### src/rtl/dma_slave_mem.sv
// dma_slave_mem
//   Word-addressed memory responder for the dma_master address/data/response
//   channels. One outstanding read and one outstanding write are handled
//   independently. Read data appears a programmable number of cycles after
//   the read address is accepted. A debug port and traffic counters give
//   visibility into memory contents and completed transactions.
//
// Parameters
//   DEPTH       number of 32-bit words (power of two, 2..256)
//   RD_LATENCY  cycles from AR handshake edge to RVALID rising (1..15)
//
// Ports
//   clk, reset                     clock, async active-high reset
//   ARVALID/ARREADY/ARADDR         read address channel (byte address)
//   RVALID/RREADY/RDATA            read data channel
//   AWVALID/AWREADY/AWADDR         write address channel (byte address)
//   WVALID/WREADY/WDATA            write data channel
//   BVALID/BREADY                  write response channel
//   dbg_index/dbg_data             combinational peek at mem[dbg_index]
//   rd_count/wr_count              completed R / B handshakes, wrapping
//
// Read FSM
//   state  | meaning
//   R_IDLE | ready for a read address
//   R_WAIT | latency countdown before sampling memory
//   R_DATA | RDATA/RVALID held until the R handshake
//
// Write FSM
//   state  | meaning
//   W_IDLE | ready for a write address
//   W_DATA | address latched, waiting for write data
//   W_RESP | BVALID held until the B handshake
module dma_slave_mem #(
  parameter int DEPTH      = 16,
  parameter int RD_LATENCY = 1
) (
  input  logic                     clk,
  input  logic                     reset,
  input  logic                     ARVALID,
  output logic                     ARREADY,
  input  logic [31:0]              ARADDR,
  output logic                     RVALID,
  input  logic                     RREADY,
  output logic [31:0]              RDATA,
  input  logic                     AWVALID,
  output logic                     AWREADY,
  input  logic [31:0]              AWADDR,
  input  logic                     WVALID,
  output logic                     WREADY,
  input  logic [31:0]              WDATA,
  output logic                     BVALID,
  input  logic                     BREADY,
  input  logic [$clog2(DEPTH)-1:0] dbg_index,
  output logic [31:0]              dbg_data,
  output logic [7:0]               rd_count,
  output logic [7:0]               wr_count
);

  localparam int IW = $clog2(DEPTH);
  localparam logic [3:0] LAT_INIT = 4'(RD_LATENCY - 1);

  typedef enum logic [1:0] {R_IDLE, R_WAIT, R_DATA} rd_state_t;
  typedef enum logic [1:0] {W_IDLE, W_DATA, W_RESP} wr_state_t;

  rd_state_t rd_state, rd_next;
  wr_state_t wr_state, wr_next;

  logic [31:0]   mem [DEPTH];
  logic [3:0]    lat_cnt;
  logic [IW-1:0] rd_idx;
  logic [IW-1:0] wr_idx;
  logic          ar_hs, r_hs, aw_hs, w_hs, b_hs;

  // Byte-lane bits and bits above the word index are intentionally dropped,
  // so addresses wrap modulo DEPTH*4.
  logic unused_addr_bits;
  assign unused_addr_bits = ^{ARADDR[31:IW+2], ARADDR[1:0],
                              AWADDR[31:IW+2], AWADDR[1:0]};

  // Handshake outputs decode directly from the registered state, so each
  // one changes exactly on the state-transition edge.
  assign ARREADY = (rd_state == R_IDLE);
  assign RVALID  = (rd_state == R_DATA);
  assign AWREADY = (wr_state == W_IDLE);
  assign WREADY  = (wr_state == W_DATA);
  assign BVALID  = (wr_state == W_RESP);

  assign ar_hs = ARVALID & ARREADY;
  assign r_hs  = RVALID  & RREADY;
  assign aw_hs = AWVALID & AWREADY;
  assign w_hs  = WVALID  & WREADY;
  assign b_hs  = BVALID  & BREADY;

  assign dbg_data = mem[dbg_index];

  always_ff @(posedge clk or posedge reset) begin
    if (reset) begin
      rd_state <= R_IDLE;
      wr_state <= W_IDLE;
    end else begin
      rd_state <= rd_next;
      wr_state <= wr_next;
    end
  end

  always_comb begin
    rd_next = rd_state;
    case (rd_state)
      R_IDLE:  if (ar_hs) rd_next = R_WAIT;
      R_WAIT:  if (lat_cnt == 4'd0) rd_next = R_DATA;
      R_DATA:  if (r_hs) rd_next = R_IDLE;
      default: rd_next = R_IDLE;
    endcase
  end

  always_comb begin
    wr_next = wr_state;
    case (wr_state)
      W_IDLE:  if (aw_hs) wr_next = W_DATA;
      W_DATA:  if (w_hs) wr_next = W_RESP;
      W_RESP:  if (b_hs) wr_next = W_IDLE;
      default: wr_next = W_IDLE;
    endcase
  end

  // Read datapath. RDATA samples the array with old contents on the same
  // edge a write commits, giving read-before-write on a collision.
  always_ff @(posedge clk or posedge reset) begin
    if (reset) begin
      rd_idx  <= '0;
      lat_cnt <= '0;
      RDATA   <= '0;
    end else if (ar_hs) begin
      rd_idx  <= ARADDR[IW+1:2];
      lat_cnt <= LAT_INIT;
    end else if (rd_state == R_WAIT) begin
      if (lat_cnt == 4'd0) RDATA <= mem[rd_idx];
      else lat_cnt <= lat_cnt - 4'd1;
    end
  end

  always_ff @(posedge clk or posedge reset) begin
    if (reset) begin
      wr_idx <= '0;
    end else if (aw_hs) begin
      wr_idx <= AWADDR[IW+1:2];
    end
  end

  always_ff @(posedge clk or posedge reset) begin
    if (reset) begin
      for (int i = 0; i < DEPTH; i++) mem[i] <= '0;
    end else if (w_hs) begin
      mem[wr_idx] <= WDATA;
    end
  end

  always_ff @(posedge clk or posedge reset) begin
    if (reset) begin
      rd_count <= '0;
      wr_count <= '0;
    end else begin
      if (r_hs) rd_count <= rd_count + 8'd1;
      if (b_hs) wr_count <= wr_count + 8'd1;
    end
  end

endmodule

### config.mk
export PLATFORM = sky130hd
export DESIGN_NAME = dma_slave_mem
export DESIGN_NICKNAME = d
export VERILOG_FILES = /design/src/rtl/dma_slave_mem.sv
export SDC_FILE = /design/constraint.sdc
export NUM_CORES = 1
export LEC_CHECK = 0
export CORE_MARGIN = 2
export CORE_UTILIZATION = 50
export DETAILED_ROUTE_END_ITERATION = 10
export PLACE_DENSITY = 0.78
export SETUP_SLACK_MARGIN = 0.4
export SLEW_MARGIN = 20
export SYNTH_ARGS = -nofsm -noshare
export SYNTH_HDL_FRONTEND = slang
export SYNTH_SLANG_ARGS = --single-unit
### constraint.sdc
create_clock -name clk -period 57.9 [get_ports clk]
set_input_delay 8.685 -clock clk [delete_from_list [all_inputs] [get_ports clk]]
set_output_delay 8.685 -clock clk [all_outputs]
set_load 0.03 [all_outputs]
; ---- Word level (Yosys, flattened, before mapping)
; Index checks and enable logic that the tools add are counted.
[op_classes]
add_sub_neg = 3
n_lt_le_gt_ge = 4
n_eq_ne = 11
muxes = 20
bitwise = 9
reduce_logical = 9
[op_table]
columns = operator, count
row1 = 512-bit bitwise mux, 1
row2 = 32-bit binary-select mux with 4-bit select, 2
row3 = 32-bit two-way mux, 5
row4 = 32-bit demux with 4-bit select, 1
row5 = "8-bit by 1-bit adder with 8-bit output, second input constant", 2
row6 = "5-bit greater-or-equal comparator, second input constant", 3
row7 = 4-bit inverter with 5-bit output, 3
row8 = 2-bit two-way mux, 6
row9 = 4-bit two-way mux, 3
row10 = 2-bit case mux with 3 select lines, 2
row11 = "2-bit by 1-bit inequality test with 1-bit output, second input constant", 5
row12 = 3-bit AND reduction, 3
row13 = 1-bit AND, 5
row14 = "5-bit by 1-bit less-than comparator with 1-bit output, second input constant", 1
row15 = "2-bit by 1-bit equality test with 1-bit output, second input constant", 2
row16 = "2-bit equality test, second input constant", 2
row17 = 2-bit zero test, 2
row18 = 4-bit zero test, 1
row19 = "2-bit inequality test, second input constant", 2
row20 = "4-bit by 1-bit subtractor with 4-bit output, second input constant", 1
row21 = 2-bit AND reduction, 1
row22 = 2-bit nonzero test, 1
row23 = 1-bit logical AND, 1
row24 = 1-bit inverter, 1
[totals]
register_bits = 576
inputBits = 107
output_inout_bits = 85
wordCells = 80

; ---- Longest topological paths before layout
; Gate-level depths: netlist of the first run.
[logic_depth]
depth_word = 6
mapped_depth = 7
mapped_depth_nobuf = 6

; ---- Worst setup path before layout of the first run
; OpenSTA, ideal clock, no wires.
[synth_path]
path_type = input -> output
start = input port dbg_index[1]
end = output port dbg_data[10]
arrival_ns = 10.341
required_ns = 49.215
slack_ns = 38.874
path_stages = 4
n_path_buf = 2
cell_sequence = buf_2 -> buf_2 -> mux4_2 -> mux4_2
[synth_via]
elab_chain_cells = 4
[synth_rtl]
columns = element, line
row1 = from (decl), 53  ; input logic [$clog2(DEPTH)-1:0] dbg_index,
row2 = 4-bit inverter with 5-bit output (implied by the code), 94  ; assign dbg_data = mem[dbg_index];
row3 = 32-bit binary-select mux with 4-bit select, 94
row4 = 32-bit two-way mux (implied by the code) (2 in a row), 94
row5 = to (decl), 54  ; output logic [31:0] dbg_data,
; Every way passes these cells. The select of a mux whose other input is x is not followed.

; ---- Final worst setup path of the first run
[layout_path]
start = input port dbg_index[0]
end = output port dbg_data[22]
; Same word-level chain as after synthesis.

==> results of run 1 <==
[worst max path at each step]
stage	startpoint	depth (start not counted)	slack [ns]	to
2_1_floorplan	reset	1	33.10	RDATA[0]$_DFFE_PP0P_
3_3_place_gp	dbg_index[0]	5	37.05	dbg_data[22]
3_5_place_dp	dbg_index[0]	5	37.00	dbg_data[22]
4_1_cts	dbg_index[0]	5	37.00	dbg_data[22]
5_1_grt	dbg_index[0]	5	36.85	dbg_data[20]
6_report	dbg_index[0]	5	37.08	dbg_data[22]
[cell usage in the layout, fill, tap and decap left out, drive strengths merged, types with 4 or more instances in the layout]
cell | Yosys | routed
clkdlybuf4s50 | 0 | 131
xnor2 | 8 | 8
a22oi | 10 | 10
a222oi | 22 | 22
clkinvlp | 0 | 7
nand2b | 5 | 5
nand3 | 9 | 9
clkbuf | 59 | 78
o211ai | 10 | 10
nor3 | 6 | 6
mux2i | 33 | 33
xor2 | 8 | 8
mux4 | 288 | 288
dfrtp | 576 | 576
clkinv | 0 | 10
nand2 | 27 | 27
mux2 | 521 | 521
nor2b | 4 | 4
buf | 104 | 37
o21ai | 25 | 25
nor2 | 17 | 17
bufinv | 0 | 11
inv | 6 | 7
ha | 4 | 4
[area by class of cell]
| type | count | area, sq um |
|---|---|---|
| clock buffer | 77 | 1657 |
| inverter | 6 | 30.03 |
| antenna | 1 | 2.502 |
| clock inverter | 29 | 441.7 |
| tap | 765 | 957.2 |
| multi-input combinational | 1017 | 13960 |
| fill | 4286 | 24490 |
| sequential | 576 | 14420 |
| timing repair buffer | 169 | 1622 |
[stage by stage]
stage	hold slack, ns	cells
after global routing	0.4903	2640
final	0.4796	2640
after CTS	0.4824	2639
after detailed placement	0.4717	2533
after floorplan	0.4697	1762
after global placement	0.4646	2533
[per-layer routing]
layer | track usage | part of all wire | vias up
met3 | 0.04177 | 0.063 | 203
met4 | 0.1078 | 0.040 | 2
met1 | 0.3441 | 0.40 | 9219
li1 | - | - | 7048
met2 | 0.4247 | 0.49 | 675
met5 | 0 | 0.00017 | -
[power by group through the flow]
stage	Sequential (mW)	Combinational [mW]	Clock [mW]
3_5_place_dp	0.686	0.567	0
4_1_cts	0.681	0.569	0.418
6_report	0.684	0.565	0.412
5_1_grt	0.703	0.601	0.435
3_3_place_gp	0.679	0.550	0
2_1_floorplan	0.642	0.440	0
[registers in the layout, summed over array words and instances (netlist names)]
signal / flops
RDATA: 32
lat_cnt: 4
rd_idx: 4
wr_state: 2
wr_idx: 4
wr_count: 8
mem: 512
rd_count: 8
rd_state: 2
[cells by family (layout without fill, tap and decap cells)]
| logic type | count (synthesis) | count (layout) | synth area share |
|---|---|---|---|
| muxes | 842 | 842 | 0.4358 |
| xor gates and xnor gates | 16 | 16 | 0.004815 |
| other | 0 | 1 | 0 |
| and+or+nand+nor | 86 | 86 | 0.01780 |
| DFF | 576 | 576 | 0.4952 |
| adders and majority gates | 4 | 4 | 0.001720 |
| AOI/OAI and AO/OA | 69 | 69 | 0.01754 |
| buffers and inverters | 169 | 281 | 0.02717 |
[worst register-to-register path: cells and delay by family, from the launching register on]
kind	cells	cell delay, ns
buf+inv	2	1.54
compound gates	2	0.44
mux	1	0.65
flops	1	0.89
==> results.tsv, run 1 <==
stage	metric	value	unit
run_status	status	complete, no violations	
cts	CTS tree	yes	
cts	CTS sink cnt	576	
power_and_ir_drop	part of the power in registers	0.412	
sta	setup TNS	0	ns
sta	Final Cycle Share	0.3595	
cells_and_area	layout cells sized above 1	0.5069	
routing	vias per cell	6.495	
placement	pre-CTS setup slack	37.00	ns
worst_hold_path	WHS Path Cells	1	
routing	WL/cell	28.56	microns
synthesis	count leader, synth	dfrtp_1	
power_and_ir_drop	Leakage	14.40	nW
synthesis	Synth top cells by count	dfrtp_1, mux2_2, mux4_2	
synthesis	net count after synthesis	1873	
worst_hold_path	hold_sp	rd_count[7]$_DFFE_PP0P_	
die	core footprint	57590	sq um
power_and_ir_drop	Cell Int Power	1.134	mW
synthesis	Avg Cell Area, Syn	16.52	sq um
sta	fmax	48.04	MHz
synthesis	Post-Syn Instances	1762	
synthesis	FFs w/ async S/R, synth	1.000	
job	Maximum Capacitance Violations	0	
sta	minimum clock period	20.82	ns
die	Row Count	88	
placement	dpl cell area	30990	sq um
global_routing	All-Layer GR Usage	0.2583	
cells_and_area	post-route design area	33100	sq um
critical_path	Crit Path Max Fanout	75	
critical_path	Slowest-stage cell, CP	buf_4	
critical_path	reg-to-reg endpoint	RDATA[0]$_DFFE_PP0P_	
sta	RSZ-0062 raised after global routing	no	
routing	first drt pass iteration count	5	
cts	worst-case clock buffer depth	3	
synthesis	post-synthesis sequential area ratio	0.4952	
placement	routability cong.	0.8001	
sta	Final Skew	0.01638	ns
sta	worst setup margin	37.08	ns
cts	root buf cell	clkbuf_16	
die	initial core utilization	0.5055	
critical_path	critical path type	in -> out	
worst_hold_path	Hold WC Path Type	reg -> reg	
critical_path	reg2reg setup slack	54.24	ns
global_routing	total gr overflow	0	
sta	Hold Vio Cnt, Final	0	
synthesis	Seq cells post-synth	576	
cts	Worst-Skew Late Latency	0.62	ns
sta	Slew headroom	0.3268	
critical_path	RR Startpoint	rd_idx[3]$_DFFE_PP0P_	
sta	Final Max Slew Viols	0	
synthesis	Unique masters post-synth	42	
critical_path	Critical Path Start Type	input port	
critical_path	reg2reg path depth	5	
sta	setup violators final	0	
die	die height	245.3	microns
cts	CTS H-tree depth	2	
power_and_ir_drop	Pwr Total	1.661	mW
synthesis	synth top area cells	dfrtp_1, mux4_2, mux2_2	
routing	routed vias	17147	
routing	routed wire length	75390	microns
routing	post-route antenna net violation count	0	
placement	Final HPWL DP	42090	microns
synthesis	Syn Std Cell Area	29110	sq um
cells_and_area	synth-to-layout area growth	13.70	%
cells_and_area	Util after Layout	0.5747	
power_and_ir_drop	combinational share of power	0.340	
critical_path	critical-path cell list	clkbuf_8, buf_4, mux4_2, mux4_2, clkdlybuf4s50_1	
cts	Clk pin slew, worst setup/hold paths	0.06	ns
global_routing	largest net degree at the start of global routing	164	
critical_path	Worst Path Required	49.22	ns
critical_path	critical path's top delay family	buffers and inverters	
worst_hold_path	hold worst-path end	rd_count[7]$_DFFE_PP0P_	
critical_path	CP arrival	12.13	ns
die	IO Pins	192	
routing	Residual DRC	0	
synthesis	Synth Warn #	0	
power_and_ir_drop	Psw	526.4	uW
synthesis	Synth area leader	dfrtp_1	
die	die area	60160	sq um
synthesis	number of flops mapped to enable cells by yosys	0	
critical_path	most frequent CP cell	mux4_2	
placement	Port Buffer Count	135	
sta	worst-margin pin slew	1.010	ns
cells_and_area	Net count, final	1940	
synthesis	Main synth FF type	dfrtp_1	
critical_path	Worst Setup End Kind	output pin	
routing	1st-iter DRT viols	1409	
die	Die X	245.3	microns
global_routing	vias in the first global route	18685	
power_and_ir_drop	peak supply drop	0.02565	mV
cts	Post-CTS Resized	0	
power_and_ir_drop	PwrDens	50.18	nW/um^2
synthesis	Yosys top cell area share	0.4952	
cts	total CTS buffers	59	
global_routing	first-pass GRT wire length	116200	microns
power_and_ir_drop	Clock power frac	0.248	
cts	hold-fix buffers at CTS	0	
global_routing	initial antenna violation count	2	
critical_path	peak per-stage delay on the critical path	0.92	ns
critical_path	Worst Path Buf+Inv	3	
power_and_ir_drop	Net Sw Frac	0.3170	
cts	Post CTS Setup Buffer Count	0	
Power figures use the tool's default switching activity.
==> inputs of run 2 (changes only) <==
PLACE_DENSITY = 0.81   (was 0.78)
clock period = 17.4 ns   (was 57.9 ns; I/O delays follow)
==> run 2 against run 1 <==
Against the previous run:
- wire length is 0.33% lower
- die area stayed put
- utilization hardly changed
- first-iteration DRC count is 10% higher
- combinational power grew to 3.4 times the previous value
- total power grew to 3.3 times the previous value
- sequential power grew to 3.3 times the previous value
- largest power group unchanged
- sequential share of layout area hardly changed
- critical endpoint is now dbg_data[8]
- global-route usage is 0.16 points lower
==> results.tsv, run 2 (synthesis results as in run 1) <==
stage	metric	value	unit	change
run_status	status	complete, no violations		unchanged
sta	RSZ-0062 raised after global routing	no		unchanged
placement	routability cong.	0.8300		was 0.8001
sta	worst-margin pin slew	1.028	ns	was 1.010 ns
placement	Final HPWL DP	42830	microns	was 42090 microns
sta	setup violators final	0		unchanged
placement	Placed Cells	2534		was 2533
cells_and_area	layout cells sized above 1	0.5093		was 0.5069
global_routing	initial antenna violation count	5		was 2
worst_hold_path	Hold WC Path Type	reg -> reg		unchanged
worst_hold_path	hold_sp	wr_count[7]$_DFFE_PP0P_		was rd_count[7]$_DFFE_PP0P_
cells_and_area	max reg flops	512		unchanged
power_and_ir_drop	combinational share of power	0.344		was 0.340
cells_and_area	Most flops, register	mem		unchanged
placement	pre-CTS setup slack	8.777	ns	was 37.00 ns
die	Row Count	88		unchanged
power_and_ir_drop	Net Sw Frac	0.3208		was 0.3170
cts	Post CTS Setup Buffer Count	0		unchanged
cts	Clk pin slew, worst setup/hold paths	0.06	ns	about the same
global_routing	vias in the first global route	18837		was 18685
cells_and_area	fin cells	2650		was 2640
placement	Port Buffer Count	135		unchanged
sta	Final Max Slew Viols	0		unchanged
critical_path	RR Startpoint	rd_idx[3]$_DFFE_PP0P_		unchanged
cts	CTS tree	yes		unchanged
power_and_ir_drop	Clock power frac	0.244		was 0.248
cts	worst-case clock buffer depth	3		unchanged
die	IO Pins	192		unchanged
die	core footprint	57590	sq um	unchanged
cells_and_area	commonest non-fill, non-tap cell in the layout	dfrtp_1		unchanged
sta	worst setup margin	8.851	ns	was 37.08 ns
cells_and_area	Net count, final	1943		was 1940
critical_path	Worst Setup End Kind	output pin		unchanged
global_routing	total gr overflow	0		unchanged
critical_path	Critical Path Start Type	input port		unchanged
die	initial core utilization	0.5055		unchanged
sta	minimum clock period	8.549	ns	
cts	CTS sink cnt	576		unchanged
routing	first drt pass iteration count	6		was 5
cells_and_area	Filler cells	4214		was 4286
cts	root buf cell	clkbuf_16		unchanged
sta	Final Cycle Share	0.4913		
critical_path	Worst Path Required	14.79	ns	was 49.22 ns
cts	Worst-Skew Late Latency	0.63	ns	was 0.62 ns
die	die height	245.3	microns	unchanged
cts	Post-CTS Resized	0		unchanged
critical_path	reg2reg path depth	5		unchanged
routing	post-route antenna net violation count	0		unchanged
cells_and_area	Largest regs	mem (512), RDATA (32)		unchanged
routing	1st-iter DRT viols	1555		was 1409
sta	Hold Vio Cnt, Final	0		unchanged
critical_path	reg2reg setup slack	13.71	ns	was 54.24 ns
cts	CTS H-tree depth	2		unchanged
sta	setup TNS	0	ns	unchanged
routing	WL/cell	28.36	microns	was 28.56 microns
routing	routed wire length	75140	microns	was 75390 microns
job	Maximum Capacitance Violations	0		unchanged
worst_hold_path	WHS Path Cells	1		unchanged
sta	Final Skew	0.01545	ns	was 0.01638 ns
cells_and_area	synth-to-layout area growth	13.73	%	was 13.70%
routing	vias per cell	6.515		was 6.495
die	Die X	245.3	microns	unchanged
critical_path	Crit Path Max Fanout	85		was 75
sta	Slew headroom	0.3147		was 0.3268
sta	fmax	117.0	MHz	
power_and_ir_drop	Cell Int Power	3.742	mW	was 1.134 mW
worst_hold_path	hold worst-path end	wr_count[7]$_DFFE_PP0P_		was rd_count[7]$_DFFE_PP0P_
power_and_ir_drop	peak supply drop	0.08651	mV	was 0.02565 mV
global_routing	first-pass GRT wire length	116500	microns	was 116200 microns
critical_path	CP arrival	5.94	ns	was 12.13 ns
die	die area	60160	sq um	unchanged
critical_path	Critical path origin	dbg_index[0]		unchanged
cts	hold-fix buffers at CTS	0		unchanged
power_and_ir_drop	Leakage	14.41	nW	was 14.40 nW
routing	routed vias	17266		was 17147
power_and_ir_drop	part of the power in registers	0.411		was 0.412
power_and_ir_drop	Psw	1.767	mW	was 526.4 uW
critical_path	reg-to-reg endpoint	RDATA[5]$_DFFE_PP0P_		was RDATA[0]$_DFFE_PP0P_
global_routing	All-Layer GR Usage	0.2567		was 0.2583
power_and_ir_drop	PwrDens	166.4	nW/um^2	was 50.18 nW/um^2
cts	total CTS buffers	60		was 59
critical_path	critical path type	in -> out		unchanged
routing	Residual DRC	0		unchanged
power_and_ir_drop	Pwr Total	5.509	mW	was 1.661 mW
global_routing	largest net degree at the start of global routing	188		was 164
cells_and_area	commonest non-fill, non-tap cells in the layout	dfrtp_1, mux2_2, mux4_2		unchanged
-- run 2: changes by cell type in the layout (fill, tap and decap cells not counted), moves of 2 or more --
cell,change
clkinv_2,+5
bufinv_16,-4
buf_4,+2
clkbuf_8,+5
-- run 2: metrics by stage --
stage	util	area (sq um)	hold WS [ns]
floorplan	-	29110	0.4697
global placement	0.5381	30990	0.4619
detailed placement	0.5381	30990	0.4696
CTS	0.5742	33070	0.4776
global route	0.5748	33100	0.4977
finish	0.5749	33100	0.4724
-- run 2: power by group through the flow --
stage / registers [mW] / logic [mW] / clock network (mW)
3_3_place_gp: 2.24 / 1.83 / 0
5_1_grt: 2.33 / 2.01 / 1.42
2_1_floorplan: 2.14 / 1.46 / 0
4_1_cts: 2.26 / 1.91 / 1.37
3_5_place_dp: 2.27 / 1.90 / 0
6_report: 2.27 / 1.90 / 1.35
-- run 2: worst max-delay path by stage --
| stage | endpoint | slack [ns] | cells after the start |
|---|---|---|---|
| after detailed placement | dbg_data[9] | 8.78 | 5 |
| final | dbg_data[8] | 8.85 | 5 |
| after global routing | dbg_data[8] | 8.63 | 5 |
| after global placement | dbg_data[8] | 8.85 | 5 |
| after floorplan | RDATA[0]$_DFFE_PP0P_ | 6.94 | 1 |
| after CTS | dbg_data[9] | 8.77 | 5 |
-- run 2: routing by layer --
metal | routed length (microns) | up-vias | GRT usage | part of all wire
met3 | 6047 | 182 | 0.05543 | 0.080
li1 | - | 7048 | - | -
met2 | 37080 | 760 | 0.4149 | 0.49
met5 | 54 | - | 0 | 0.00072
met4 | 2385 | 8 | 0.09487 | 0.032
met1 | 29580 | 9268 | 0.3440 | 0.39
-- run 2: worst max-delay path: stages --
cell and delay [ns]:
clkbuf_8 0.72, buf_4 0.79, mux4_2 0.59, mux4_2 0.54
clkdlybuf4s50_1 0.62
-- run 2: cell type report --
class                           count  area, sq um  share of cell area
Antenna cell                        2        5.005           0.0001512
Multi-Input combinational cell   1017        13960              0.4217
Timing Repair Buffer              171         1653             0.04993
Tap cell                          765        957.2             0.02891
Clock inverter                     31        355.3             0.01073
Inverter                            6        26.28           0.0007937
Clock buffer                       82         1725             0.05212
Sequential cell                   576        14420              0.4357
